--- src/rtl/mem_arb_pkg.sv ---
// Shared constants for the two-port cache arbiter: FSM encoding and default widths.
package mem_arb_pkg;

    localparam logic [1:0] IDLE  = 2'd0;
    localparam logic [1:0] ISSUE = 2'd1;
    localparam logic [1:0] WAIT  = 2'd2;
    localparam logic [1:0] RESP  = 2'd3;

    localparam int AW_DEF  = 8;
    localparam int DW_DEF  = 8;
    localparam int TIMER_W = 8;

endpackage

--- src/rtl/rr_pick2.sv ---
// Combinational two-way round-robin picker: on a tie the port that did not win last time wins.
module rr_pick2 (
    input  logic [1:0] req,
    input  logic       last,
    output logic       gnt_valid,
    output logic       gnt_id
);

    // NOTE: every output gets a value on every path of always_comb, otherwise a latch is inferred.
    always_comb begin
        gnt_valid = |req;
        gnt_id    = (req == 2'b11) ? ~last : req[1];
    end

endmodule

--- src/rtl/mem_arbiter.sv ---
// Two-requester round-robin arbiter and single-transaction sequencer in front of the cache port,
// with a watchdog that aborts a WAIT the cache never answers.
module mem_arbiter
    import mem_arb_pkg::*;
#(
    parameter int AW      = AW_DEF,
    parameter int DW      = DW_DEF,
    parameter int TIMEOUT = 31,
    parameter int CNTW    = 8
) (
    input  logic            clock,
    input  logic            reset,
    input  logic            p0_req,
    input  logic            p0_wren,
    input  logic [AW-1:0]   p0_addr,
    input  logic [DW-1:0]   p0_wdata,
    output logic            p0_ack,
    output logic [DW-1:0]   p0_rdata,
    input  logic            p1_req,
    input  logic            p1_wren,
    input  logic [AW-1:0]   p1_addr,
    input  logic [DW-1:0]   p1_wdata,
    output logic            p1_ack,
    output logic [DW-1:0]   p1_rdata,
    output logic            c_req,
    output logic            c_wren,
    output logic [AW-1:0]   c_addr,
    output logic [DW-1:0]   c_wdata,
    input  logic            c_ready,
    input  logic [DW-1:0]   c_rdata,
    output logic            busy,
    output logic            err,
    output logic [CNTW-1:0] gnt0_cnt,
    output logic [CNTW-1:0] gnt1_cnt
);

    localparam logic [TIMER_W-1:0] TIMEOUT_C = TIMER_W'(TIMEOUT);

    logic [1:0]         state;
    logic               last_gnt;
    logic               cur_id;
    logic [TIMER_W-1:0] timer;
    logic [TIMER_W-1:0] timer_nxt;
    logic               pick_valid;
    logic               pick_id;

    rr_pick2 u_pick (
        .req       ({p1_req, p0_req}),
        .last      (last_gnt),
        .gnt_valid (pick_valid),
        .gnt_id    (pick_id)
    );

    always_comb begin
        timer_nxt = (timer == '1) ? timer : timer + TIMER_W'(1);
        c_req     = (state == ISSUE);
        busy      = (state != IDLE);
        p0_ack    = (state == RESP) && !cur_id;
        p1_ack    = (state == RESP) && cur_id;
    end

    // NOTE: sequential state uses non-blocking assignments so every register sees pre-edge values.
    always_ff @(posedge clock or posedge reset) begin
        if (reset) begin
            state    <= IDLE;
            last_gnt <= 1'b1;
            cur_id   <= 1'b0;
            timer    <= '0;
            c_wren   <= 1'b0;
            c_addr   <= '0;
            c_wdata  <= '0;
            p0_rdata <= '0;
            p1_rdata <= '0;
            err      <= 1'b0;
            gnt0_cnt <= '0;
            gnt1_cnt <= '0;
        end else begin
            case (state)
                IDLE: begin
                    if (pick_valid) begin
                        cur_id   <= pick_id;
                        last_gnt <= pick_id;
                        c_wren   <= pick_id ? p1_wren  : p0_wren;
                        c_addr   <= pick_id ? p1_addr  : p0_addr;
                        c_wdata  <= pick_id ? p1_wdata : p0_wdata;
                        if (pick_id) gnt1_cnt <= gnt1_cnt + CNTW'(1);
                        else         gnt0_cnt <= gnt0_cnt + CNTW'(1);
                        state <= ISSUE;
                    end
                end
                ISSUE: begin
                    timer <= '0;
                    state <= WAIT;
                end
                WAIT: begin
                    // Read data lands in the port register here so it is already valid during the ack.
                    if (c_ready) begin
                        if (cur_id) p1_rdata <= c_rdata;
                        else        p0_rdata <= c_rdata;
                        state <= RESP;
                    end else begin
                        timer <= timer_nxt;
                        if (timer_nxt == TIMEOUT_C) begin
                            err <= 1'b1;
                            if (cur_id) p1_rdata <= '0;
                            else        p0_rdata <= '0;
                            state <= RESP;
                        end
                    end
                end
                default: state <= IDLE;
            endcase
        end
    end

endmodule
--- config.mk ---
export PLATFORM = sky130hd
export DESIGN_NAME = mem_arbiter
export DESIGN_NICKNAME = d
export VERILOG_FILES = /design/src/rtl/mem_arb_pkg.sv /design/src/rtl/rr_pick2.sv /design/src/rtl/mem_arbiter.sv
export SDC_FILE = /design/constraint.sdc
export NUM_CORES = 1
export LEC_CHECK = 0
export BUFFER_PORTS_ARGS = -buffer_cell sky130_fd_sc_hd__clkbuf_2
export CORE_MARGIN = 10
export CORE_UTILIZATION = 23
export DETAILED_ROUTE_END_ITERATION = 6
export PLACE_DENSITY = 0.44
export SYNTH_ARGS = -nofsm -noshare
export SYNTH_HDL_FRONTEND = slang
export SYNTH_SLANG_ARGS = --single-unit
--- constraint.sdc ---
create_clock -name clock -period 3.2 [get_ports clock]
set_input_delay 0.48 -clock clock [delete_from_list [all_inputs] [get_ports clock]]
set_output_delay 0.48 -clock clock [all_outputs]
set_load 0.05 [all_outputs]
==> impl_metrics.csv, run 1 <==
group,metric,value,unit
outcome,run_status,"complete, no violations",
yosys,synth_flop_cell,"dfrtp_1",
pwr,p_int,2.30,mW
detailed_routing,route.detailed.drc,0,
yosys,synth-seq-cells,62,
sta,post-route-period-util,65.0,%
sta,max_clock_freq,481,MHz
hold_path,hp-class,"primary input to asynchronous set/reset pin",
global_routing,grt_usage,9.84,%
yosys,async_flop_share,100,%
critical_path,slowest_delay,0.41,ns
floorplan,die-width,135,microns
floorplan,die_y,135,microns
pwr,p_clk_share,22.0,%
sta,setup_ws,1.12,ns
pwr,switching_share,49.1,%
yosys,yosysTopAreaCell,"dfrtp_1",
sta,setup_viol,0,
pwr,comb_power_share,47.9,%
sta,final.setup_skew,0.00418,ns
pwr,p_leak,1.94,nW
cells_and_area,syn_to_final_growth,32.8,%
yosys,synth_area_leaders,"dfrtp_1 51%, nand2_1 6.8%, mux2i_1 6.3%",
placed_design,pre_cts_ws,1.19,ns
clock_network,cts_buffers,9,
floorplan,core_area,12700,sq um
sta,relSlewSlack,37.3,%
critical_path,required,2.72,ns
detailed_routing,vias,2529,
sta,worst_pin_slew,0.938,ns
placed_design,gp_congestion,0.755,
detailed_routing,routed_via_density,4.41,
global_routing,grt_max_degree,44,
yosys,yosysMostFrequentCell,"dfrtp_1",
pwr,ir_drop,0.398,mV
yosys,synth.avg_cell_area,10.4,sq um
critical_path,worstReg2RegStart,"state[1]",
sta,tns,0,ns
pwr,p_total,4.52,mW
yosys,synth_cell_types,49,
critical_path,crit_path_top_delay_cell,"dfrtp_1",
clock_network,htree_num_levels,3,
detailed_routing,wl_per_cell,14.9,microns
global_routing,antenna_found_initial,0,
yosys,ys_seq_area_share,51.4,%
clock_network,clock_sinks,62,
critical_path,crit_chain,"inv_1, ha_1, inv_1, clkbuf_2",
sta,hold_viol,0,
floorplan,start_util,23.8,%
yosys,ys_warn_count,0,
placed_design,placed_cells,558,
clock_network,cts_hold_buf,0,
floorplan,die_area,18100,sq um
yosys,synth_area,3020,sq um
pwr,sequentialPowerShare,30.0,%
global_routing,grt_pass1_vias,2803,
floorplan,boundaryPins,101,
clock_network,post-cts-setup-buffers,0,
yosys,synth_top_area_share,50.5,%
cells_and_area,finalNetCount,451,
clock_network,clock_path_buffers,2,
critical_path,critPathKind,"register to output pin",
yosys,synth_edf_count,0,
yosys,syn_nets,345,
critical_path,cp-startpoint,"state[1]",
global_routing,grt.overflow.total,0,
critical_path,worst_setup_path_start_kind,"register",
sta,slew_violations,0,
cells_and_area,seq_area,1550,sq um
clock_network,cts_tree,"built",
cells_and_area,antenna_cells,0,
cells_and_area,finalNonFillerCells,574,
detailed_routing,firstDrtPassIters,5,
critical_path,cp_max_fo,9,
yosys,syn-instance-count,291,
placed_design,port_buffers,100,
sta,rsz0062_at_grt,"false",
clock_network,cts_resized,0,
critical_path,timing.critical_path.mode_cell,"inv_1",
clock_network,cts_root_buffer,"clkbuf_16",
detailed_routing,dr.first_iter.drc_count,136,
pwr,switching_power,2.22,mW
placed_design,hpwl,6480,microns
global_routing,grt_pass1_wl,14200,microns
detailed_routing,drt-total-wl,8530,microns
clock_network,clk_pin_slew,0.05,ns
critical_path,crit_family,"buffers and inverters",
cells_and_area,nFillCells,1368,
clock_network,clock_latency,0.33,ns
cells_and_area,drive_gt1_share,35.1,%
pwr,p_per_area,1130,nW/um^2
floorplan,rows,41,
critical_path,worstPathArrival,1.60,ns
critical_path,cp-end-kind,"output pin",
detailed_routing,postRouteAntennaNets,0,
cells_and_area,multi_input_area,1380,sq um
sta,period_needed,2.08,ns
flow_run,cap_violations,0,
critical_path,crit_buf_inv,3,
yosys,ys_top_cells_by_count,"61 x dfrtp_1, 55 x nand2_1, 23 x o21ai_0",
## power by group through the flow
stage               logic, mW  clock network [mW]  registers [mW]
floorplan               0.802                   0            2.19
finish                   2.17               0.997            1.36
global route             2.36                1.06            1.42
global placement         2.18                   0            1.37
detailed placement       2.21                   0            1.37
CTS                      2.21                1.03            1.37
## metal layers
metal	GRT usage, %	vias up	part of all wire [%]
li1	-	1242	-
met5	0	-	0
met3	5.68	15	10
met2	13.8	97	41
met4	4.53	0	1.8
met1	11.8	1175	46
## metrics by stage
stage,area [sq um],utilization [%],hold WS (ns)
3_5_place_dp,3710,29.2,0.448
4_1_cts,4010,31.5,0.386
5_1_grt,4010,31.5,0.408
2_1_floorplan,3020,-,0.470
3_3_place_gp,3710,29.2,0.444
6_report,4010,31.5,0.341
## placed cells by master, fill, tap and decap left out, types with 4 or more instances in the layout
master	count
a22oi_1	16
buf_4	4
clkbuf_16	9
clkbuf_2	100
dfrtp_1	61
ha_1	7
inv_1	7
mux2i_1	19
nand2_1	55
nand2b_1	4
nand3_1	5
nand4_1	6
nor2_1	10
o21ai_0	23
o21ai_1	6
o21ai_2	10
xnor2_1	9
xor2_1	5
## logic make-up after synthesis
group           count (synthesis)  synth area share [%]
simple gates                   97                  15.3
compound gates                 72                  16.0
flops                          62                  51.4
mux                            21                  7.04
buf+inv                        18                  3.27
xor+xnor                       14                  4.06
fa+ha+maj                       7                  2.90
## flip-flops by register name (all words and copies together) (netlist names)
name      cells
c_addr        8
c_wdata       8
c_wren        1
cur_id        1
err           1
gnt0_cnt      8
gnt1_cnt      8
last_gnt      1
p0_rdata      8
p1_rdata      8
state         2
timer         8
## path summary, 6_finish.rpt
check / depth (start not counted) / slack [ns] / to
max: 4 / 1.12 / busy
min: 2 / 0.34 / gnt0_cnt[6]
max reg2reg: 5 / 1.21 / gnt0_cnt[1]
min reg2reg: 1 / 0.45 / err
max in group asynchronous: 3 / 2.07 / c_addr[6]
min in group clock: 3 / 0.40 / p0_rdata[3]
## final cells by class
class / count / share of cell area [%]
Clock buffer: 12 / 6.39
Multi-Input combinational cell: 211 / 34.3
Inverter: 9 / 0.842
Sequential cell: 62 / 38.7
Tap cell: 172 / 5.36
Timing Repair Buffer: 104 / 13.2
Clock inverter: 4 / 1.12
Power figures use the tool's default switching activity.
==> run 2, diff against run 1 <==
Settings changed: PLACE_DENSITY 0.44 to 0.45.
Clock period 3.2 ns to 1.85 ns, I/O delays scaled along.
==> run 2 against run 1 <==
  * Sequential share of layout area fell by 1.6 points
  * Critical path depth did not move
  * Total power rose by 76%
  * Largest power group unchanged
  * Highest routed layer unchanged
  * Core utilization rose by 1.4 points
  * Non-clock buffer count rose by 17
  * Critical endpoint is now p1_ack
  * Combinational power rose by 80%
  * Clock skew rose by 0.0037 ns
  * Register-to-register slack got worse by 1.1 ns
  * Sequential power rose by 71%
  * Clock power rose by 72%
  * Count of clock-buffer cells in the layout did not move
  * Final cell count rose by 2.8%
==> impl_metrics.csv, run 2 (synthesis results as in run 1) <==
group,metric,value,unit
detailed_routing,dr.first_iter.drc_count,85,
hold_path,hp-class,"primary input to register",
sta,max_clock_freq,565,MHz
clock_network,cts_buffers,9,
cells_and_area,final_common_cell,"clkbuf_2",
outcome,run_status,"complete, no violations",
detailed_routing,dr_wl_met2,3730,microns
clock_network,clock_latency,0.34,ns
critical_path,cp-endpoint,"p1_ack",
cells_and_area,syn_to_final_growth,38.6,%
critical_path,crit_path_top_delay_cell,"dfrtp_1",
flow_run,cap_violations,0,
critical_path,r2r_end,"p0_rdata[5]",
sta,rsz0062_at_grt,"false",
global_routing,grt_pass1_vias,2783,
critical_path,worst_setup_path_start_kind,"register",
placed_design,gp_congestion,0.736,
critical_path,rrSetupSlack,0.13,ns
critical_path,cp_max_fo,3,
critical_path,cp-startpoint,"state[0]",
floorplan,die-width,135,microns
detailed_routing,postRouteAntennaNets,0,
critical_path,cp-end-kind,"output pin",
floorplan,die_y,135,microns
cells_and_area,layout_common_cells,"99 x clkbuf_2, 61 x dfrtp_1, 55 x nand2_1",
sta,slew_violations,0,
placed_design,hpwl,6540,microns
detailed_routing,drt-total-wl,8660,microns
clock_network,cts_root_buffer,"clkbuf_16",
pwr,p_per_area,1900,nW/um^2
detailed_routing,route.detailed.drc,0,
placed_design,port_buffers,100,
sta,post-route-period-util,95.7,%
sta,final.setup_skew,0.00785,ns
floorplan,core_area,12700,sq um
sta,period_needed,1.77,ns
critical_path,slowest_delay,0.40,ns
critical_path,worstReg2RegStart,"timer[1]",
critical_path,critPathKind,"register to output pin",
clock_network,clk_pin_slew,0.05,ns
detailed_routing,highest_layer,"met4",
detailed_routing,routed_via_density,4.37,
cells_and_area,antenna_cells,0,
critical_path,required,1.57,ns
placed_design,dpl_cell_area,3800,sq um
sta,hold_viol,0,
sta,tns,0,ns
global_routing,grt.overflow.total,0,
sta,relSlewSlack,66.6,%
floorplan,boundaryPins,101,
clock_network,clock_sinks,62,
floorplan,die_area,18100,sq um
clock_network,clock_path_buffers,2,
clock_network,cts_tree,"built",
clock_network,htree_num_levels,3,
detailed_routing,wl_met1,3830,microns
cells_and_area,stdcell_area,4190,sq um
global_routing,grt_max_degree,35,
pwr,p_leak,2.03,nW
critical_path,crit_chain,"buf_4, ha_1, and2_1, clkbuf_2",
sta,worst_pin_slew,0.500,ns
cells_and_area,drive_gt1_share,38.0,%
global_routing,grt_pass1_wl,14500,microns
cells_and_area,finalNetCount,468,
global_routing,grt_usage,10.0,%
floorplan,start_util,23.8,%
detailed_routing,vias,2577,
pwr,ir_drop,0.755,mV
detailed_routing,wl_per_cell,14.7,microns
sta,setup_viol,0,
critical_path,worstPathArrival,1.49,ns
global_routing,antenna_found_initial,0,
detailed_routing,wl_met3,924,microns
detailed_routing,firstDrtPassIters,4,
critical_path,rr_worst_depth,6,
floorplan,rows,41,
run 2: area by class of cell:
class | count | area (sq um)
sequential | 62 | 1550
inverter | 9 | 33.8
timing repair buffer | 121 | 701
tap | 172 | 215
clock buffer | 12 | 256
multi-input combinational | 211 | 1390
fill | 1354 | 8530
clock inverter | 3 | 43.8
run 2: how the worst min path moves through the flow:
stage / slack, ns / endpoint / start / cells past startpoint
after CTS: 0.18 / p1_rdata[6] / c_rdata[6] / 3
after global placement: 0.33 / gnt0_cnt[6] / reset / 2
after floorplan: 0.39 / last_gnt / p1_req / 2
after detailed placement: 0.33 / gnt0_cnt[7] / reset / 2
after global routing: 0.20 / p0_rdata[5] / c_rdata[5] / 3
final: 0.19 / p1_rdata[6] / c_rdata[6] / 3
run 2: critical path, delay by kind of cell (launching register included):
kind / cells / cell delay (ns)
DFF: 1 / 0.40
buffers and inverters: 2 / 0.38
adders and majority gates: 1 / 0.21
and+or+nand+nor: 1 / 0.17
run 2: through the flow:
| step | worst slack, ns | total power, mW | util [%] | hold slack [ns] | cells |
|---|---|---|---|---|---|
| after floorplan | 0.0328 | 5.18 | - | 0.387 | 291 |
| final | 0.0787 | 7.95 | 32.9 | 0.191 | 590 |
| after global routing | 0.00590 | 8.49 | 32.9 | 0.197 | 590 |
| after CTS | 0.0122 | 8.06 | 32.3 | 0.179 | 581 |
| after global placement | 0.143 | 6.25 | 29.9 | 0.328 | 565 |
| after detailed placement | 0.0782 | 6.30 | 29.9 | 0.330 | 565 |
run 2: what timing repair did:
action,CTS,global route
hold buffers,1,0
gates cloned,0,0
endpoints found under the hold margin,17,0
setup buffers,0,9
pin swaps,0,1
gates resized for setup,1,3
endpoints found under the setup margin,1,18
run 2: routing by layer:
metal | vias to the layer above | track usage, %
met4 | 0 | 5.20
met3 | 12 | 5.23
met5 | - | 0
met1 | 1199 | 11.8
li1 | 1275 | -
met2 | 91 | 14.5
run 2: power breakdown:
part	internal (mW)	leakage [nW]	total, mW	switching (mW)
Clock	1.11	0.149	1.71	0.603
Combinational	1.12	1.14	3.91	2.80
Sequential	1.88	0.739	2.33	0.444
